$ cat src/rtl/i_cache_refill_ctrl.sv
// I-cache line refill sequencer: stalls fetch, reads an aligned line word by word, writes the slice, reprograms its window.
// Optional macro REFILL_PERF_EN adds refill and stall-cycle performance counters.
module i_cache_refill_ctrl #(
    parameter int unsigned LINE_WORDS = 256,
    parameter int unsigned IDX_W      = $clog2(LINE_WORDS)
) (
    input  logic        clk,
    input  logic        rst_n,
    input  logic [31:0] fetch_address,
    input  logic        i_cache_miss,
    output logic        cpu_stall,
    output logic        mem_req,
    output logic [31:0] mem_addr,
    input  logic        mem_gnt,
    input  logic        mem_rvalid,
    input  logic [31:0] mem_rdata,
    output logic        refill_enable,
    output logic [31:0] refill_address,
    output logic [31:0] refill_data,
    output logic [31:0] set_base_addr,
    output logic [31:0] set_bound_addr,
    output logic        base_addr_we,
    output logic        bound_addr_we,
    output logic [31:0] perf_miss_count,
    output logic [31:0] perf_stall_cycles
);

    localparam logic [31:0]      LINE_BYTES = 32'(4 * LINE_WORDS);
    localparam logic [31:0]      LINE_MASK  = ~(LINE_BYTES - 32'd1);
    localparam logic [IDX_W-1:0] K_LAST     = IDX_W'(LINE_WORDS - 1);

    typedef enum logic [2:0] {
        S_IDLE,
        S_REQ,
        S_WAIT,
        S_WRITE,
        S_SET_BASE,
        S_SET_BOUND
    } state_t;

    state_t            r_state;
    logic [IDX_W-1:0]  r_k;
    logic [31:0]       r_line_base;
    logic              r_cpu_stall;
    logic              r_mem_req;
    logic [31:0]       r_mem_addr;
    logic              r_refill_enable;
    logic [IDX_W-1:0]  r_refill_address;
    logic [31:0]       r_refill_data;
    logic [31:0]       r_set_base;
    logic [31:0]       r_set_bound;
    logic              r_base_we;
    logic              r_bound_we;

    logic [IDX_W-1:0]  w_k_inc;
    logic [31:0]       w_next_addr;
    logic [31:0]       w_fetch_base;

    assign w_k_inc      = r_k + IDX_W'(1);
    assign w_next_addr  = r_line_base + (32'(w_k_inc) << 2);
    assign w_fetch_base = fetch_address & LINE_MASK;

    // Sequencer; every output register is loaded on the transition into the state that owns it.
    always_ff @(posedge clk or negedge rst_n) begin
        if (!rst_n) begin
            r_state          <= S_IDLE;
            r_k              <= '0;
            r_line_base      <= '0;
            r_cpu_stall      <= 1'b0;
            r_mem_req        <= 1'b0;
            r_mem_addr       <= '0;
            r_refill_enable  <= 1'b0;
            r_refill_address <= '0;
            r_refill_data    <= '0;
            r_set_base       <= '0;
            r_set_bound      <= '0;
            r_base_we        <= 1'b0;
            r_bound_we       <= 1'b0;
        end else begin
            r_refill_enable <= 1'b0;
            r_base_we       <= 1'b0;
            r_bound_we      <= 1'b0;
            case (r_state)
                S_IDLE: begin
                    if (i_cache_miss) begin
                        r_line_base <= w_fetch_base;
                        r_k         <= '0;
                        r_mem_req   <= 1'b1;
                        r_mem_addr  <= w_fetch_base;
                        r_cpu_stall <= 1'b1;
                        r_state     <= S_REQ;
                    end
                end
                S_REQ: begin
                    if (mem_gnt) begin
                        r_mem_req <= 1'b0;
                        r_state   <= S_WAIT;
                    end
                end
                S_WAIT: begin
                    if (mem_rvalid) begin
                        r_refill_data    <= mem_rdata;
                        r_refill_address <= r_k;
                        r_refill_enable  <= 1'b1;
                        r_state          <= S_WRITE;
                    end
                end
                S_WRITE: begin
                    if (r_k == K_LAST) begin
                        r_set_base <= r_line_base;
                        r_base_we  <= 1'b1;
                        r_state    <= S_SET_BASE;
                    end else begin
                        r_k        <= w_k_inc;
                        r_mem_req  <= 1'b1;
                        r_mem_addr <= w_next_addr;
                        r_state    <= S_REQ;
                    end
                end
                S_SET_BASE: begin
                    // Bound cannot overflow: line_base is line-aligned.
                    r_set_bound <= r_line_base + LINE_BYTES - 32'd4;
                    r_bound_we  <= 1'b1;
                    r_state     <= S_SET_BOUND;
                end
                S_SET_BOUND: begin
                    r_cpu_stall <= 1'b0;
                    r_state     <= S_IDLE;
                end
                default: begin
                    r_mem_req   <= 1'b0;
                    r_cpu_stall <= 1'b0;
                    r_state     <= S_IDLE;
                end
            endcase
        end
    end

    assign cpu_stall      = r_cpu_stall;
    assign mem_req        = r_mem_req;
    assign mem_addr       = r_mem_addr;
    assign refill_enable  = r_refill_enable;
    assign refill_address = 32'(r_refill_address);
    assign refill_data    = r_refill_data;
    assign set_base_addr  = r_set_base;
    assign set_bound_addr = r_set_bound;
    assign base_addr_we   = r_base_we;
    assign bound_addr_we  = r_bound_we;

`ifdef REFILL_PERF_EN
    logic [31:0] r_perf_miss;
    logic [31:0] r_perf_stall;

    // Free-running wrap-around counters for refills started and stalled cycles.
    always_ff @(posedge clk or negedge rst_n) begin
        if (!rst_n) begin
            r_perf_miss  <= '0;
            r_perf_stall <= '0;
        end else begin
            if (r_state == S_IDLE && i_cache_miss) begin
                r_perf_miss <= r_perf_miss + 32'd1;
            end
            if (r_cpu_stall) begin
                r_perf_stall <= r_perf_stall + 32'd1;
            end
        end
    end

    assign perf_miss_count   = r_perf_miss;
    assign perf_stall_cycles = r_perf_stall;
`else
    assign perf_miss_count   = '0;
    assign perf_stall_cycles = '0;
`endif

endmodule

$ cat config.mk
export PLATFORM = sky130hd
export DESIGN_NAME = i_cache_refill_ctrl
export DESIGN_NICKNAME = d
export VERILOG_FILES = /design/src/rtl/i_cache_refill_ctrl.sv
export SDC_FILE = /design/constraint.sdc
export NUM_CORES = 1
export LEC_CHECK = 0
export BUFFER_PORTS_ARGS = -buffer_cell sky130_fd_sc_hd__buf_2
export CAP_MARGIN = 20
export CELL_PAD_IN_SITES_DETAIL_PLACEMENT = 1
export CELL_PAD_IN_SITES_GLOBAL_PLACEMENT = 1
export CORE_MARGIN = 1
export CORE_UTILIZATION = 39
export CTS_CLUSTER_DIAMETER = 50
export CTS_CLUSTER_SIZE = 16
export DETAILED_ROUTE_END_ITERATION = 12
export PLACE_DENSITY_LB_ADDON = 0.12
export SLEW_MARGIN = 10
export SYNTH_ARGS = -nofsm -noshare
export SYNTH_HDL_FRONTEND = slang
export SYNTH_SLANG_ARGS = --single-unit
$ cat constraint.sdc
create_clock -name clk -period 3.1 [get_ports clk]
set_input_delay 0.775 -clock clk [delete_from_list [all_inputs] [get_ports clk]]
set_output_delay 0.775 -clock clk [all_outputs]
set_load 0.1 [all_outputs]
==> insert_results.sql <==
INSERT INTO impl_metrics (metric_group, metric, value, unit) VALUES
('clock_network', 'numClockSinks', '145', ''),
('clock_network', 'cts_htree_levels', '4', ''),
('floorplan', 'die_w', '133', 'um'),
('sta', 'whs', '0.334', 'ns'),
('worst_hold_path', 'timing.hold.worst.class', 'primary input to async pin', ''),
('sta', 'finalWorstPathRequiredPeriod', '2.34', 'ns'),
('final_layout', 'nNetsFinal', '794', ''),
('yosys', 'netlist-cell-type-count', '43', ''),
('critical_path', 'worstSetupStartpointType', 'flop', ''),
('critical_path', 'cp.required', '3.40', 'ns'),
('sta', 'tightest_slew', '0.628', 'ns'),
('yosys', 'synth_sequential_area_ratio', '53.9', '%'),
('critical_path', 'worst-path-buf-inv', '1', ''),
('final_layout', 'layout_common_cells', '184 x sky130_fd_sc_hd__buf_2, 145 x sky130_fd_sc_hd__dfrtp_1, 128 x sky130_fd_sc_hd__mux2_2, 102 x sky130_fd_sc_hd__conb_1, 71 x sky130_fd_sc_hd__nand2_1', ''),
('route', 'wirelength_met1', '6.09', 'mm'),
('clock_network', 'cts_setup_buffers', '0', ''),
('yosys', 'synth_top_area_share', '53.9', '%'),
('final_layout', 'final_layout_size_suffix_gt1_share', '49.9', '%'),
('grt', 'global_route.usage.total', '18.3', '%'),
('clock_network', 'cts-resized-gates', '0', ''),
('critical_path', 'endpoint_type_of_the_worst_setup_path', 'flop', ''),
('sta', 'max_slew_violation_total_from_the_final_report', '0', ''),
('final_layout', 'mostFrequentLayoutCell', 'sky130_fd_sc_hd__buf_2', ''),
('sta', 'slew_headroom', '58.2', '%'),
('critical_path', 'critical_path_peak_fanout', '14', ''),
('grt', 'grt_pass1_vias', '4566', ''),
('final_layout', 'area_growth_syn_to_layout', '20.6', '%'),
('yosys', 'syn_avg_cell_area', '12.5', 'sq um'),
('yosys', 'yosysWarnings', '0', ''),
('yosys', 'yosysTopAreaCell', 'sky130_fd_sc_hd__dfrtp_1', ''),
('placed_design', 'dp_worst_setup_slack', '0.597', 'ns'),
('sta', 'post-route-period-util', '75.4', '%'),
('clock_network', 'max-clock-path-buffers', '2', ''),
('route', 'detail-route-antenna-nets', '0', ''),
('route', 'drt_pass1_iterations', '4', ''),
('yosys', 'number_of_synthesized_flops_with_an_enable_pin', '0', ''),
('floorplan', 'die_area', '17800', 'sq um'),
('yosys', 'ys.flop_type', 'sky130_fd_sc_hd__dfrtp_1', ''),
('grt', 'pin_count_of_the_biggest_net_entering_global_routing', '68', ''),
('route', 'finalWirelength', '15.4', 'mm'),
('sta', 'finalHoldViolations', '0', ''),
('yosys', 'mappedNetlistArea', '6740', 'sq um'),
('final_layout', 'final_non_filler_cell_total', '956', ''),
('clock_network', 'cts_tree', 'built', ''),
('clock_network', 'num_cts_buffers', '17', ''),
('floorplan', 'core_area', '16700', 'sq um'),
('yosys', 'post_synthesis_sequential_element_count', '145', ''),
('route', 'vias', '4331', ''),
('sta', 'rsz0062_at_grt', 'false', ''),
('status', 'result_of_the_run', 'completed', ''),
('sta', 'clock.fmax', '428', 'MHz'),
('critical_path', 'crit_path_top_delay_cell', 'sky130_fd_sc_hd__a21oi_4', ''),
('floorplan', 'die_y', '133', 'um'),
('route', 'drt_first_iter_violations', '118', ''),
('placed_design', 'place.detailed.hpwl', '11.0', 'mm'),
('grt', 'grt_pass1_wl', '25.0', 'mm'),
('placed_design', 'placed_cells_incl_taps', '925', ''),
('route', 'routed_wire_length_per_instance', '16.2', 'um'),
('sta', 'finalWorstSetupSlack', '0.763', 'ns'),
('critical_path', 'maximum_cell_stage_delay_along_the_critical_path', '0.46', 'ns'),
('route', 'drc', '0', ''),
('route', 'top_signal_layer_used', 'met4', ''),
('clock_network', 'cts_hold_buffers', '0', ''),
('grt', 'antenna_found_initial', '0', ''),
('floorplan', 'io-pin-count', '298', ''),
('clock_network', 'insertion_delay', '0.42', 'ns'),
('yosys', 'syn_inst', '537', ''),
('critical_path', 'crit_family', 'compound AO/OA/AOI/OAI gates', ''),
('route', 'routed_via_density', '4.53', ''),
('yosys', 'ys_top_cells_by_area', 'sky130_fd_sc_hd__dfrtp_1 54%, sky130_fd_sc_hd__mux2_2 21%, sky130_fd_sc_hd__buf_4 12%', ''),
('sta', 'finalSetupViolCount', '0', '');
flip-flops by register name, indices dropped and copies added (netlist names):
signal,flops
refill_enable,1
r_state,3
r_k,7
mem_addr,23
set_bound_addr,23
mem_req,1
refill_data,32
r_line_base,22
cpu_stall,1
set_base_addr,22
base_addr_we,1
r_refill_address,8
bound_addr_we,1
Yosys cell counts, types with 2 or more instances:
library cell,number
sky130_fd_sc_hd__a21oi_1,6
sky130_fd_sc_hd__buf_2,11
sky130_fd_sc_hd__buf_4,111
sky130_fd_sc_hd__buf_6,4
sky130_fd_sc_hd__clkbuf_1,3
sky130_fd_sc_hd__dfrtp_1,145
sky130_fd_sc_hd__inv_1,5
sky130_fd_sc_hd__mux2_2,128
sky130_fd_sc_hd__mux2i_1,2
sky130_fd_sc_hd__nand2_1,71
sky130_fd_sc_hd__nand2b_1,2
sky130_fd_sc_hd__nand3_1,4
sky130_fd_sc_hd__nand4_1,2
sky130_fd_sc_hd__nor2_1,5
sky130_fd_sc_hd__nor2_2,2
sky130_fd_sc_hd__o21ai_0,4
sky130_fd_sc_hd__o31ai_1,2
sky130_fd_sc_hd__o32ai_1,2
sky130_fd_sc_hd__or2_2,2
sky130_fd_sc_hd__or3_1,2
sky130_fd_sc_hd__xnor2_1,2
per-layer routing:
metal,vias to the layer above,track usage [%]
met2,164,31.5
met5,-,0
met1,2166,21.3
met3,27,5.44
li1,1974,-
met4,0,7.58
kinds of logic (layout without fill, tap and decap cells):
kind of cell	Yosys count	in the layout	synth area share, %
fa+ha+maj	1	1	0.186
xor+xnor	2	2	0.260
flops	145	145	53.9
other cells	1	102	0.0557
simple gates	100	100	6.96
compound gates	24	24	2.69
mux	130	130	21.7
buf+inv	134	232	14.3
through the flow:
stage,utilization (%),cell area [sq um]
4_1_cts,48.6,8120
2_1_floorplan,-,7120
6_report,48.6,8120
3_5_place_dp,45.0,7520
5_1_grt,48.6,8120
3_3_place_gp,45.0,7520
layout make-up:
type	instances	area, sq um
inverter	5	18.8
sequential	145	3630
fill	1868	8580
clock buffer	22	474
clock inverter	9	131
tap	220	275
timing repair buffer	196	1050
multi-input combinational	359	2540
worst paths after layout:
kind,startpoint,end,slack (ns),cells after the start
setup / recovery,r_k[0],mem_addr[31],0.76,6
hold / removal,rst_n,refill_data[2],0.33,1
setup reg to reg,r_k[0],mem_addr[31],0.76,6
hold reg to reg,refill_data[29],refill_data[29],0.50,1
max in group asynchronous,rst_n,mem_addr[16],2.05,2
min in group clk,refill_data[29],refill_data[29],0.50,1
Power is left out: the tool's default activity adds up to more than one toggle a clock period on the data nets, which glitch-free logic cannot reach.
